**src/rtl/mc_control_unit_if.sv**
```systemverilog
// ---------------------------------------------------------------------------
// mc_control_unit_if
//
// Bundles the control unit's datapath-facing signals: the instruction fields
// and ALU flags coming in, and the register strobes, mux selects, state code
// and exception status going out.
//
// Modports:
//   master -- the control unit: samples Op/Funct/ALU flags, drives all
//             strobes, selects, StateOut, Cause and Halted.
//   slave  -- the datapath side: drives Op/Funct/ALU flags, consumes the rest.
//
// Signal summary:
//   Op[5:0], Funct[5:0]     instruction opcode [31:26] and function [5:0]
//   ALU_zero, ALU_overflow  ALU result flags
//   StateOut[7:0]           current state code, zero-extended
//   PC_load .. wr           register write strobes (wr = memory write)
//   IorD, ALUSrcA, RegDst   1-bit mux selects
//   MemtoReg, ALUSrcB,
//   PCSource                2-bit mux selects
//   ALU_sel[2:0]            ALU operation
//   Cause[1:0]              last exception cause (registered)
//   Halted                  processor stopped on break
// ---------------------------------------------------------------------------
interface mc_control_unit_if;

    logic [5:0] Op;
    logic [5:0] Funct;
    logic       ALU_zero;
    logic       ALU_overflow;

    logic [7:0] StateOut;
    logic       PC_load;
    logic       IR_load;
    logic       MDR_load;
    logic       A_load;
    logic       B_load;
    logic       ALUOut_load;
    logic       EPC_load;
    logic       RegWrite;
    logic       wr;
    logic       IorD;
    logic       ALUSrcA;
    logic       RegDst;
    logic [1:0] MemtoReg;
    logic [1:0] ALUSrcB;
    logic [1:0] PCSource;
    logic [2:0] ALU_sel;
    logic [1:0] Cause;
    logic       Halted;

    modport master (
        input  Op, Funct, ALU_zero, ALU_overflow,
        output StateOut, PC_load, IR_load, MDR_load, A_load, B_load,
               ALUOut_load, EPC_load, RegWrite, wr, IorD, ALUSrcA, RegDst,
               MemtoReg, ALUSrcB, PCSource, ALU_sel, Cause, Halted
    );

    modport slave (
        output Op, Funct, ALU_zero, ALU_overflow,
        input  StateOut, PC_load, IR_load, MDR_load, A_load, B_load,
               ALUOut_load, EPC_load, RegWrite, wr, IorD, ALUSrcA, RegDst,
               MemtoReg, ALUSrcB, PCSource, ALU_sel, Cause, Halted
    );

endinterface

```
**src/rtl/mc_control_unit.sv**
```systemverilog
// ---------------------------------------------------------------------------
// mc_control_unit
//
// Multi-cycle MIPS-style control FSM. Sequences fetch, decode, execute,
// memory and write-back for add/sub/and/xor, beq/bne, lw/sw, lui and j,
// raises exceptions on illegal opcodes and arithmetic overflow, and stops
// in HALT on break until Reset.
//
// Parameters:
//   MEM_WAIT   memory wait cycles after FETCH and LW_READ (0..15, 0 = none)
//   EXC_VECTOR PCSource code that selects the exception vector
//
// Ports:
//   Clk    sole clock, rising edge
//   Reset  synchronous, active-high; returns to FETCH from any state
//   bus    mc_control_unit_if.master -- instruction fields, ALU flags in;
//          strobes, selects, StateOut, Cause, Halted out
// ---------------------------------------------------------------------------
module mc_control_unit #(
    parameter int unsigned MEM_WAIT   = 2,
    parameter logic [1:0]  EXC_VECTOR = 2'b11
) (
    input  logic               Clk,
    input  logic               Reset,
    mc_control_unit_if.master  bus
);

    typedef enum logic [3:0] {
        ST_FETCH    = 4'd0,
        ST_FWAIT    = 4'd1,
        ST_DECODE   = 4'd2,
        ST_R_EXEC   = 4'd3,
        ST_R_WB     = 4'd4,
        ST_BRANCH   = 4'd5,
        ST_MEM_ADDR = 4'd6,
        ST_LW_READ  = 4'd7,
        ST_LW_WAIT  = 4'd8,
        ST_LW_WB    = 4'd9,
        ST_SW_WRITE = 4'd10,
        ST_LUI_WB   = 4'd11,
        ST_JUMP     = 4'd12,
        ST_EXCEPT   = 4'd13,
        ST_HALT     = 4'd14
    } state_t;

    localparam logic [5:0] OP_RTYPE = 6'h00;
    localparam logic [5:0] OP_JUMP  = 6'h02;
    localparam logic [5:0] OP_BEQ   = 6'h04;
    localparam logic [5:0] OP_BNE   = 6'h05;
    localparam logic [5:0] OP_LUI   = 6'h0f;
    localparam logic [5:0] OP_LW    = 6'h23;
    localparam logic [5:0] OP_SW    = 6'h2b;

    localparam logic [5:0] FN_NOP   = 6'h00;
    localparam logic [5:0] FN_BREAK = 6'h0d;
    localparam logic [5:0] FN_ADD   = 6'h20;
    localparam logic [5:0] FN_SUB   = 6'h22;
    localparam logic [5:0] FN_AND   = 6'h24;
    localparam logic [5:0] FN_XOR   = 6'h26;

    localparam logic [2:0] ALU_PASSA = 3'b000;
    localparam logic [2:0] ALU_ADD   = 3'b001;
    localparam logic [2:0] ALU_SUB   = 3'b010;
    localparam logic [2:0] ALU_AND   = 3'b011;
    localparam logic [2:0] ALU_XOR   = 3'b100;
    localparam logic [2:0] ALU_LUI   = 3'b101;

    localparam logic [1:0] CAUSE_NONE    = 2'b00;
    localparam logic [1:0] CAUSE_ILLEGAL = 2'b01;
    localparam logic [1:0] CAUSE_OVF     = 2'b10;

    // Counter preload on wait-state entry; the wait state exits when the
    // counter reads zero, so it lasts exactly MEM_WAIT cycles.
    localparam logic [3:0] WAIT_LOAD = (MEM_WAIT == 0) ? 4'd0 : 4'(MEM_WAIT - 1);

    state_t     state, state_nxt;
    logic [3:0] wait_cnt, wait_nxt;
    logic [1:0] cause, cause_nxt;
    // Op/Funct captured in DECODE; later states use these rather than the
    // live inputs so the sequence only depends on the decoded instruction.
    logic [5:0] op_q, op_nxt;
    logic [5:0] funct_q, funct_nxt;

    function automatic logic alu_funct(input logic [5:0] f);
        return (f == FN_ADD) || (f == FN_SUB) || (f == FN_AND) || (f == FN_XOR);
    endfunction

    function automatic logic [2:0] alu_for_funct(input logic [5:0] f);
        logic [2:0] sel;
        sel = ALU_PASSA;
        unique case (f)
            FN_ADD:  sel = ALU_ADD;
            FN_SUB:  sel = ALU_SUB;
            FN_AND:  sel = ALU_AND;
            FN_XOR:  sel = ALU_XOR;
            default: sel = ALU_PASSA;
        endcase
        return sel;
    endfunction

    // NOTE: sequential state uses non-blocking assignments so every register
    // samples the pre-edge values regardless of statement order.
    always_ff @(posedge Clk) begin
        if (Reset) begin
            state    <= ST_FETCH;
            wait_cnt <= 4'd0;
            cause    <= CAUSE_NONE;
            op_q     <= 6'd0;
            funct_q  <= 6'd0;
        end else begin
            state    <= state_nxt;
            wait_cnt <= wait_nxt;
            cause    <= cause_nxt;
            op_q     <= op_nxt;
            funct_q  <= funct_nxt;
        end
    end

    // NOTE: every signal written here gets a default first; a path that
    // leaves one unassigned would otherwise infer a latch.
    always_comb begin
        state_nxt = state;
        wait_nxt  = wait_cnt;
        cause_nxt = cause;
        op_nxt    = op_q;
        funct_nxt = funct_q;

        bus.PC_load     = 1'b0;
        bus.IR_load     = 1'b0;
        bus.MDR_load    = 1'b0;
        bus.A_load      = 1'b0;
        bus.B_load      = 1'b0;
        bus.ALUOut_load = 1'b0;
        bus.EPC_load    = 1'b0;
        bus.RegWrite    = 1'b0;
        bus.wr          = 1'b0;
        bus.IorD        = 1'b0;
        bus.ALUSrcA     = 1'b0;
        bus.RegDst      = 1'b0;
        bus.MemtoReg    = 2'b00;
        bus.ALUSrcB     = 2'b00;
        bus.PCSource    = 2'b00;
        bus.ALU_sel     = ALU_PASSA;
        bus.Halted      = 1'b0;

        unique case (state)
            ST_FETCH: begin
                // Instruction read and PC+4 in the same cycle.
                bus.IR_load  = 1'b1;
                bus.MDR_load = 1'b1;
                bus.ALUSrcB  = 2'b01;
                bus.ALU_sel  = ALU_ADD;
                bus.PC_load  = 1'b1;
                if (MEM_WAIT == 0) begin
                    state_nxt = ST_DECODE;
                end else begin
                    state_nxt = ST_FWAIT;
                    wait_nxt  = WAIT_LOAD;
                end
            end

            ST_FWAIT: begin
                bus.IR_load  = 1'b1;
                bus.MDR_load = 1'b1;
                if (wait_cnt == 4'd0) begin
                    state_nxt = ST_DECODE;
                end else begin
                    wait_nxt = wait_cnt - 4'd1;
                end
            end

            ST_DECODE: begin
                // Register read plus speculative branch target.
                bus.A_load      = 1'b1;
                bus.B_load      = 1'b1;
                bus.ALUOut_load = 1'b1;
                bus.ALUSrcB     = 2'b11;
                bus.ALU_sel     = ALU_ADD;
                op_nxt          = bus.Op;
                funct_nxt       = bus.Funct;
                if (bus.Op == OP_RTYPE) begin
                    if (alu_funct(bus.Funct)) begin
                        state_nxt = ST_R_EXEC;
                    end else if (bus.Funct == FN_NOP) begin
                        state_nxt = ST_FETCH;
                    end else if (bus.Funct == FN_BREAK) begin
                        state_nxt = ST_HALT;
                    end else begin
                        state_nxt = ST_EXCEPT;
                        cause_nxt = CAUSE_ILLEGAL;
                    end
                end else begin
                    unique case (bus.Op)
                        OP_BEQ, OP_BNE: state_nxt = ST_BRANCH;
                        OP_LW,  OP_SW:  state_nxt = ST_MEM_ADDR;
                        OP_LUI:         state_nxt = ST_LUI_WB;
                        OP_JUMP:        state_nxt = ST_JUMP;
                        default: begin
                            state_nxt = ST_EXCEPT;
                            cause_nxt = CAUSE_ILLEGAL;
                        end
                    endcase
                end
            end

            ST_R_EXEC: begin
                bus.ALUSrcA     = 1'b1;
                bus.ALU_sel     = alu_for_funct(funct_q);
                bus.ALUOut_load = 1'b1;
                // Only add/sub trap on overflow; and/xor ignore the flag.
                if (bus.ALU_overflow && ((funct_q == FN_ADD) || (funct_q == FN_SUB))) begin
                    state_nxt = ST_EXCEPT;
                    cause_nxt = CAUSE_OVF;
                end else begin
                    state_nxt = ST_R_WB;
                end
            end

            ST_R_WB: begin
                bus.RegWrite = 1'b1;
                bus.RegDst   = 1'b1;
                state_nxt    = ST_FETCH;
            end

            ST_BRANCH: begin
                bus.ALUSrcA  = 1'b1;
                bus.ALU_sel  = ALU_SUB;
                bus.PCSource = 2'b01;
                bus.PC_load  = (op_q == OP_BEQ) ? bus.ALU_zero : ~bus.ALU_zero;
                state_nxt    = ST_FETCH;
            end

            ST_MEM_ADDR: begin
                bus.ALUSrcA     = 1'b1;
                bus.ALUSrcB     = 2'b10;
                bus.ALU_sel     = ALU_ADD;
                bus.ALUOut_load = 1'b1;
                state_nxt       = (op_q == OP_LW) ? ST_LW_READ : ST_SW_WRITE;
            end

            ST_LW_READ: begin
                bus.IorD     = 1'b1;
                bus.MDR_load = 1'b1;
                if (MEM_WAIT == 0) begin
                    state_nxt = ST_LW_WB;
                end else begin
                    state_nxt = ST_LW_WAIT;
                    wait_nxt  = WAIT_LOAD;
                end
            end

            ST_LW_WAIT: begin
                bus.IorD     = 1'b1;
                bus.MDR_load = 1'b1;
                if (wait_cnt == 4'd0) begin
                    state_nxt = ST_LW_WB;
                end else begin
                    wait_nxt = wait_cnt - 4'd1;
                end
            end

            ST_LW_WB: begin
                bus.RegWrite = 1'b1;
                bus.MemtoReg = 2'b01;
                state_nxt    = ST_FETCH;
            end

            ST_SW_WRITE: begin
                bus.IorD  = 1'b1;
                bus.wr    = 1'b1;
                state_nxt = ST_FETCH;
            end

            ST_LUI_WB: begin
                bus.ALU_sel  = ALU_LUI;
                bus.ALUSrcB  = 2'b10;
                bus.RegWrite = 1'b1;
                bus.MemtoReg = 2'b10;
                state_nxt    = ST_FETCH;
            end

            ST_JUMP: begin
                bus.PCSource = 2'b10;
                bus.PC_load  = 1'b1;
                state_nxt    = ST_FETCH;
            end

            ST_EXCEPT: begin
                // Save the faulting PC and redirect to the handler; Cause
                // was already written on the way in and is left untouched.
                bus.EPC_load = 1'b1;
                bus.PCSource = EXC_VECTOR;
                bus.PC_load  = 1'b1;
                state_nxt    = ST_FETCH;
            end

            ST_HALT: begin
                bus.Halted = 1'b1;
            end

            default: begin
                state_nxt = ST_FETCH;
            end
        endcase
    end

    assign bus.StateOut = {4'b0000, state};
    assign bus.Cause    = cause;

endmodule

```
**src/flat_wrapper.sv**
```systemverilog
// flat-port wrapper written by rule: the top's interface ports become plain ports
module mc_control_unit_flat 
#(
    parameter int unsigned MEM_WAIT   = 2,
    parameter logic [1:0]  EXC_VECTOR = 2'b11
)
  (Clk, Reset, bus_Op, bus_Funct, bus_ALU_zero, bus_ALU_overflow, bus_StateOut, bus_PC_load, bus_IR_load, bus_MDR_load, bus_A_load, bus_B_load, bus_ALUOut_load, bus_EPC_load, bus_RegWrite, bus_wr, bus_IorD, bus_ALUSrcA, bus_RegDst, bus_MemtoReg, bus_ALUSrcB, bus_PCSource, bus_ALU_sel, bus_Cause, bus_Halted);
  mc_control_unit_if bus_i ();
  input  logic Clk;
  input  logic Reset;
  input wire logic [$bits(bus_i.Op)-1:0] bus_Op;
  input wire logic [$bits(bus_i.Funct)-1:0] bus_Funct;
  input wire logic [$bits(bus_i.ALU_zero)-1:0] bus_ALU_zero;
  input wire logic [$bits(bus_i.ALU_overflow)-1:0] bus_ALU_overflow;
  output wire logic [$bits(bus_i.StateOut)-1:0] bus_StateOut;
  output wire logic [$bits(bus_i.PC_load)-1:0] bus_PC_load;
  output wire logic [$bits(bus_i.IR_load)-1:0] bus_IR_load;
  output wire logic [$bits(bus_i.MDR_load)-1:0] bus_MDR_load;
  output wire logic [$bits(bus_i.A_load)-1:0] bus_A_load;
  output wire logic [$bits(bus_i.B_load)-1:0] bus_B_load;
  output wire logic [$bits(bus_i.ALUOut_load)-1:0] bus_ALUOut_load;
  output wire logic [$bits(bus_i.EPC_load)-1:0] bus_EPC_load;
  output wire logic [$bits(bus_i.RegWrite)-1:0] bus_RegWrite;
  output wire logic [$bits(bus_i.wr)-1:0] bus_wr;
  output wire logic [$bits(bus_i.IorD)-1:0] bus_IorD;
  output wire logic [$bits(bus_i.ALUSrcA)-1:0] bus_ALUSrcA;
  output wire logic [$bits(bus_i.RegDst)-1:0] bus_RegDst;
  output wire logic [$bits(bus_i.MemtoReg)-1:0] bus_MemtoReg;
  output wire logic [$bits(bus_i.ALUSrcB)-1:0] bus_ALUSrcB;
  output wire logic [$bits(bus_i.PCSource)-1:0] bus_PCSource;
  output wire logic [$bits(bus_i.ALU_sel)-1:0] bus_ALU_sel;
  output wire logic [$bits(bus_i.Cause)-1:0] bus_Cause;
  output wire logic [$bits(bus_i.Halted)-1:0] bus_Halted;
  assign bus_i.Op = bus_Op;
  assign bus_i.Funct = bus_Funct;
  assign bus_i.ALU_zero = bus_ALU_zero;
  assign bus_i.ALU_overflow = bus_ALU_overflow;
  assign bus_StateOut = bus_i.StateOut;
  assign bus_PC_load = bus_i.PC_load;
  assign bus_IR_load = bus_i.IR_load;
  assign bus_MDR_load = bus_i.MDR_load;
  assign bus_A_load = bus_i.A_load;
  assign bus_B_load = bus_i.B_load;
  assign bus_ALUOut_load = bus_i.ALUOut_load;
  assign bus_EPC_load = bus_i.EPC_load;
  assign bus_RegWrite = bus_i.RegWrite;
  assign bus_wr = bus_i.wr;
  assign bus_IorD = bus_i.IorD;
  assign bus_ALUSrcA = bus_i.ALUSrcA;
  assign bus_RegDst = bus_i.RegDst;
  assign bus_MemtoReg = bus_i.MemtoReg;
  assign bus_ALUSrcB = bus_i.ALUSrcB;
  assign bus_PCSource = bus_i.PCSource;
  assign bus_ALU_sel = bus_i.ALU_sel;
  assign bus_Cause = bus_i.Cause;
  assign bus_Halted = bus_i.Halted;
  mc_control_unit #(.MEM_WAIT(MEM_WAIT), .EXC_VECTOR(EXC_VECTOR)) u_core (.Clk(Clk), .Reset(Reset), .bus(bus_i));
endmodule
```
**config.mk**
```make
export PLATFORM = sky130hd
export DESIGN_NAME = mc_control_unit_flat
export DESIGN_NICKNAME = d
export VERILOG_FILES = /design/src/rtl/mc_control_unit_if.sv /design/src/rtl/mc_control_unit.sv /design/src/flat_wrapper.sv
export SDC_FILE = /design/constraint.sdc
export NUM_CORES = 1
export LEC_CHECK = 0
export ABC_CLOCK_PERIOD_IN_PS = 2100
export BUFFER_PORTS_ARGS = -buffer_cell sky130_fd_sc_hd__buf_2
export CAP_MARGIN = 15
export CORE_ASPECT_RATIO = 1.2
export CORE_UTILIZATION = 51
export CTS_CLUSTER_DIAMETER = 60
export DETAILED_ROUTE_END_ITERATION = 16
export PLACE_DENSITY = 0.76
export RECOVER_POWER = 100
export SYNTH_ARGS = -nofsm -noshare
export SYNTH_HDL_FRONTEND = slang
export SYNTH_SLANG_ARGS = --single-unit
```
**constraint.sdc**
```tcl
create_clock -name Clk -period 2.1 [get_ports Clk]
set_clock_uncertainty 0.05 [all_clocks]
set_input_delay 0.21 -clock Clk [delete_from_list [all_inputs] [get_ports Clk]]
set_output_delay 0.21 -clock Clk [all_outputs]
set_load 0.1 [all_outputs]
```
# After elaboration in Yosys (flattened, before gate mapping)
# Index checks and enable logic that the tools add are counted.
word_totals:
  ff_bits: 22
  out_inout_bits: 32
  wordCells: 112
classes:
  n_addsub: 1
  eq_ne: 39
  mux: 37
  n_bitwise: 2
  n_reduce_logical: 28
ops:
  columns: ["operator", "count"]
  rows:
  - ["== test 6 bit, second input constant", 11]
  - ["2-to-1 mux 4 bit", 8]
  - ["one-hot mux 4 bit (8 select lines)", 1]
  - ["== test 4 bit, second input constant", 7]
  - ["one-hot mux 3 bit (4 select lines)", 2]
  - ["== test 6 x 3 -> 1 bit, second input constant", 3]
  - ["OR reduction 3 bit", 6]
  - ["== test 4 x 3 -> 1 bit, second input constant", 4]
  - ["one-hot mux 4 bit (4 select lines)", 1]
  - ["2-to-1 mux 2 bit", 7]
  - ["== test 6 x 4 -> 1 bit, second input constant", 2]
  - ["zero test 6 bit", 2]
  - ["2-to-1 mux 1 bit", 12]
  - ["one-hot mux 2 bit (3 select lines)", 2]
  - ["OR reduction 2 bit", 6]
  - ["!= test 3 bit, second input constant", 3]
  - ["== test 4 x 2 -> 1 bit, second input constant", 2]
  - ["zero test 4 bit", 2]
  - ["one-hot mux 2 bit (2 select lines)", 2]
  - ["one-hot mux 4 bit (2 select lines)", 1]
  - ["== test 6 x 2 -> 1 bit, second input constant", 1]
  - ["!= test 2 x 1 -> 1 bit, second input constant", 3]
  - ["AND reduction 6 bit", 1]
  - ["OR reduction 6 bit", 1]
  - ["other kinds (12)", 17]

# Depth between registers and ports, before layout
logic_depth:
  ltp_word: 7
  depth_mapped: 9

# Worst setup path after synthesis
# OpenSTA, ideal clock, no wires.
synth_timing:
  path_type: "flip-flop to output port"
  start: "register u_core.state[2]"
  end: "output port bus_ALUSrcA"
  t_arrival_ns: 4.369
  required_ns: 1.840
  path_slack_ns: -2.529
  stages_incl_launch_ff: 7
  path_buffers: 2
  path_cell_list: "dfxtp_1 -> clkbuf_1 -> clkbuf_1 -> nand2_1 -> nor2_1 -> a21oi_1 -> nor2_1"
synth_via:
  elab_chain_len: 3
synth_rtl:
  columns: ["element", "line_no", "text"]
  rows:
  - ["start, declared", "mc_control_unit.sv:76", "state_t state, state_nxt;"]
  - ["start signal, assigned", "mc_control_unit.sv:111", "state <= state_nxt;"]
  - ["== test 4 x 3 -> 1 bit / == test 4 x 2 -> 1 bit (equally long branches)", "mc_control_unit.sv:146", "unique case (state)"]
  - ["OR reduction 3 bit (no line) *", null, null]
  - ["2-to-1 mux 1 bit *", "mc_control_unit.sv:146", null]
  - ["end, declared", "flat_wrapper.sv:26", "output wire logic [$bits(bus_i.ALUSrcA)-1:0] bus_ALUSrcA;"]
# Mark *: on every way between the ends. The rest lies on a longest branch, timed or not.

# Worst setup path after layout
layout_timing:
  start: "register u_core.funct_q[0]"
  end: "output port bus_ALU_sel[0]"
layout_via:
  elab_chain_len: 3
layout_rtl:
  columns: ["element", "line_no", "text"]
  rows:
  - ["start, declared", "mc_control_unit.sv:82", "logic [5:0] funct_q, funct_nxt;"]
  - ["start signal, assigned", "mc_control_unit.sv:115", "funct_q <= funct_nxt;"]
  - ["== test 6 bit", "mc_control_unit.sv:91", "unique case (f)"]
  - ["one-hot mux 3 bit (4 select lines) *", "mc_control_unit.sv:91", null]
  - ["one-hot mux 3 bit (4 select lines) *", "mc_control_unit.sv:146", null]
  - ["end, declared", "flat_wrapper.sv:31", "output wire logic [$bits(bus_i.ALU_sel)-1:0] bus_ALU_sel;"]
# Marks and branches as above.

==> metrics.txt <==
most common cell after layout, fill and taps aside=nand2_1; Mapped Cells=~230; worst rel slew slack=between 20% and 30%; post-route clock period utilization=approximately 99%; TritonCTS clock tree=built; Critical Path, Cell by Cell=or4b_4 > o31ai_4 > a21oi_2 > o22ai_4 > buf_12; Final Slew Violations=0; Layout Nets=between 200 and 300; reg2reg start=u_core.state[1]$_SDFFE_PP0P_; cell with the largest stage delay on the worst path=or4b_4; antenna violations before repair=0; Core Area=0.00284 mm^2; predominant post-synthesis flop cell=dfxtp_1; share of cells above drive strength 1=between 30% and 40%; cell depth of the worst hold path=3; worst slack, placed=0.182 ns; Crit path buffers/inverters=1; clock-pin transition on the worst setup and hold timing paths=about 0.10 ns; Final Setup Violations=0; FFs w/ async S/R, synth=0%; TritonRoute pass-1 iters=4; Initial Utilization=a little over half; Peak VDD IR=between 1.5 and 2 mV; IO buf count=43; max_cap viols=0; synth unique cells=between 40 and 50; H-tree level count=1; Critical Path Source Type=flop; commonest cells after routing, fill and taps aside=38 x nand2_1, 28 x buf_2, 21 x a21oi_1, 16 x dfxtp_1; area of the die=about 0.0032 mm^2; clk root buf=clkbuf_4; Critical Path AT=approximately 1.8 ns; TritonCTS Sinks=22; final non-filler cell total=299; Hold EP=u_core.funct_q[4]$_SDFFE_PP0P_; Die X=between 50 and 60 um; GR Overflow Total=0; first-pass GRT wire length=6620 um; Syn Std Cell Area=0.00154 mm^2; actual slew at the worst max-slew pin=around 1.2 ns; routed vias/inst=about 5.6; crit-path leading delay family=simple AND/OR/NAND/NOR gates; Static Leak=around 0.83 nW; Avg Cell Area, Syn=6.85 um^2; Ant. Diodes=0; RD Place Congestion=between 0.8 and 0.9; worst endpoint required time=1.84 ns; worst-path maximum fanout=3; HPWL Detailed=3050 um; vias in the first global route=~1,500; pin count of the biggest net entering global routing=22; Setup WS post-layout=0.0271 ns; achievable frequency=just under 500 MHz; crit path kind=reg2out; R2R Path End=u_core.wait_cnt[3]$_SDFFE_PP0P_; HP Class=in2reg; fin util=75.6%; GRT Util Overall=between 20% and 30%; io pins=48; number of synthesized register bits=22; Max stage delay on crit path=approximately 0.57 ns; Starting DRT DRC Count=28; placed insts=approximately 300; final hold violation count=0; clock latency at the later pin of the worst-skew pair=about 0.3 ns; final WL=3980 um; Vias=1,680; PD cells=between 1500 and 2000 mW/mm^2; Antenna Violating Nets Remaining=0; cell count along the critical path=5; row count=21; EDFF count, synth=0; P&R area growth vs syn=39.2%; Routed WL per cell=13.3 um; Chip Height=62.2 um; CTS buffer count=3; status=finished clean; hold_sp=bus_Funct[4]; Syn. warnings=0; fin crit period=slightly above 2 ns; CTS max path bufs=2; DR DRC count=0; CP Capture Type=primary output; Seq/Total Area, Yosys=between 20 and 30%; RSZ-0062 raised after global routing=true; R2R depth=5; Worst R2R Setup Slack=around 0.28 ns; Post-CTS Hold Buffers=0
[area by class of cell]
cell class                      count  area, um^2
Fill cell                         244         692
Inverter                            5        21.3
Multi-Input combinational cell    179        1190
Timing Repair Buffer               55         408
Tap cell                           34        42.5
Clock buffer                        4        26.3
Sequential cell                    22         458
[kinds of logic after synthesis]
kind of cell / after synthesis / synth area share (%)
AOI/OAI and AO/OA: 63 / 25.0
buffers and inverters: 27 / 8.52
other: 1 / 0.243
DFF: 22 / 28.6
adders and majority gates: 1 / 0.812
and+or+nand+nor: 107 / 34.6
xor gates and xnor gates: 4 / 2.27
[flip-flops by register name (all words and copies together) (netlist names)]
signal,cells
u_core.wait_cnt,4
u_core.funct_q,6
u_core.bus.Cause,2
u_core.state,4
u_core.op_q,6
[report_power, final]
part	switching (mW)	total, mW	internal [mW]
registers	0.183	0.704	0.521
logic	1.87	2.65	0.773
clock network	0.117	0.191	0.0741
total	2.17	3.54	1.37
[synthesized netlist by cell type (2+ instances only)]
master    count  area share, %
clkbuf_1     12            2.9
a21oi_1      25            8.1
a211oi_1      2           0.97
nor3b_1       2           0.97
o21ai_0      15            4.9
buf_4         5            2.4
and3_1        5            2.0
o22ai_1       4            1.6
nor2_1       25            6.1
or2_2         2           0.81
inv_1         5            1.2
nor3_1        4            1.3
dfxtp_1      22             29
nand4b_1      2            1.1
nand2b_1      6            2.4
buf_2         3           0.97
o31ai_1       2           0.97
nor2b_1       5            2.0
nand2_1      39            9.5
or2_1         2           0.81
nand4_1       2           0.81
a31oi_1       3            1.2
a21o_1        3            1.5
or4_1         2           0.97
nand3_1       2           0.65
xor2_1        4            2.3
[timing repair]
action	CTS	global route
resized for setup	7	12
buffers inserted	0	0
endpoints found under the setup margin	5	8
pin swaps	3	7
[worst register-to-register path, stage by stage, from the launching register on]
cell	delay, ns
dfxtp_4	0.44
or2_2	0.42
a211o_1	0.33
nor4_2	0.20
xor2_1	0.09
and3_1	0.19
[per-stage QoR]
| stage | power (mW) | setup TNS, ns | instance area (um^2) | hold WS, ns |
|---|---|---|---|---|
| finish | 3.54 | 0 | 2150 | 0.120 |
| floorplan | 2.81 | -0.890 | 1790 | 0.296 |
| detailed placement | 3.28 | 0 | 2060 | 0.396 |
| global placement | 3.26 | 0 | 2060 | 0.392 |
| CTS | 3.52 | -0.0298 | 2110 | 0.113 |
| global route | 3.73 | -0.0988 | 2150 | 0.119 |
[worst max-delay path by stage]
| stage | to | startpoint | slack (ns) |
|---|---|---|---|
| 6_report | bus_ALU_sel[0] | u_core.funct_q[0]$_SDFFE_PP0P_ | 0.03 |
| 5_1_grt | bus_PC_load | u_core.op_q[0]$_SDFFE_PP0P_ | -0.05 |
| 2_1_floorplan | bus_ALUSrcA | u_core.state[2]$_SDFFE_PP0P_ | -0.38 |
| 4_1_cts | bus_ALU_sel[0] | u_core.funct_q[0]$_SDFFE_PP0P_ | -0.03 |
| 3_3_place_gp | bus_ALU_sel[0] | u_core.funct_q[0]$_SDFFE_PP0P_ | 0.19 |
| 3_5_place_dp | bus_ALU_sel[0] | u_core.funct_q[0]$_SDFFE_PP0P_ | 0.18 |
[routing by layer]
| metal | share of wire (%) | GRT usage [%] | vias to the layer above |
|---|---|---|---|
| li1 | - | - | 852 |
| met1 | 43 | 32.5 | 759 |
| met2 | 51 | 45.4 | 56 |
| met3 | 3.7 | 1.72 | 13 |
| met4 | 2.9 | 12.5 | 0 |
| met5 | 0 | 0 | - |
(Power assumes the default switching activity.)
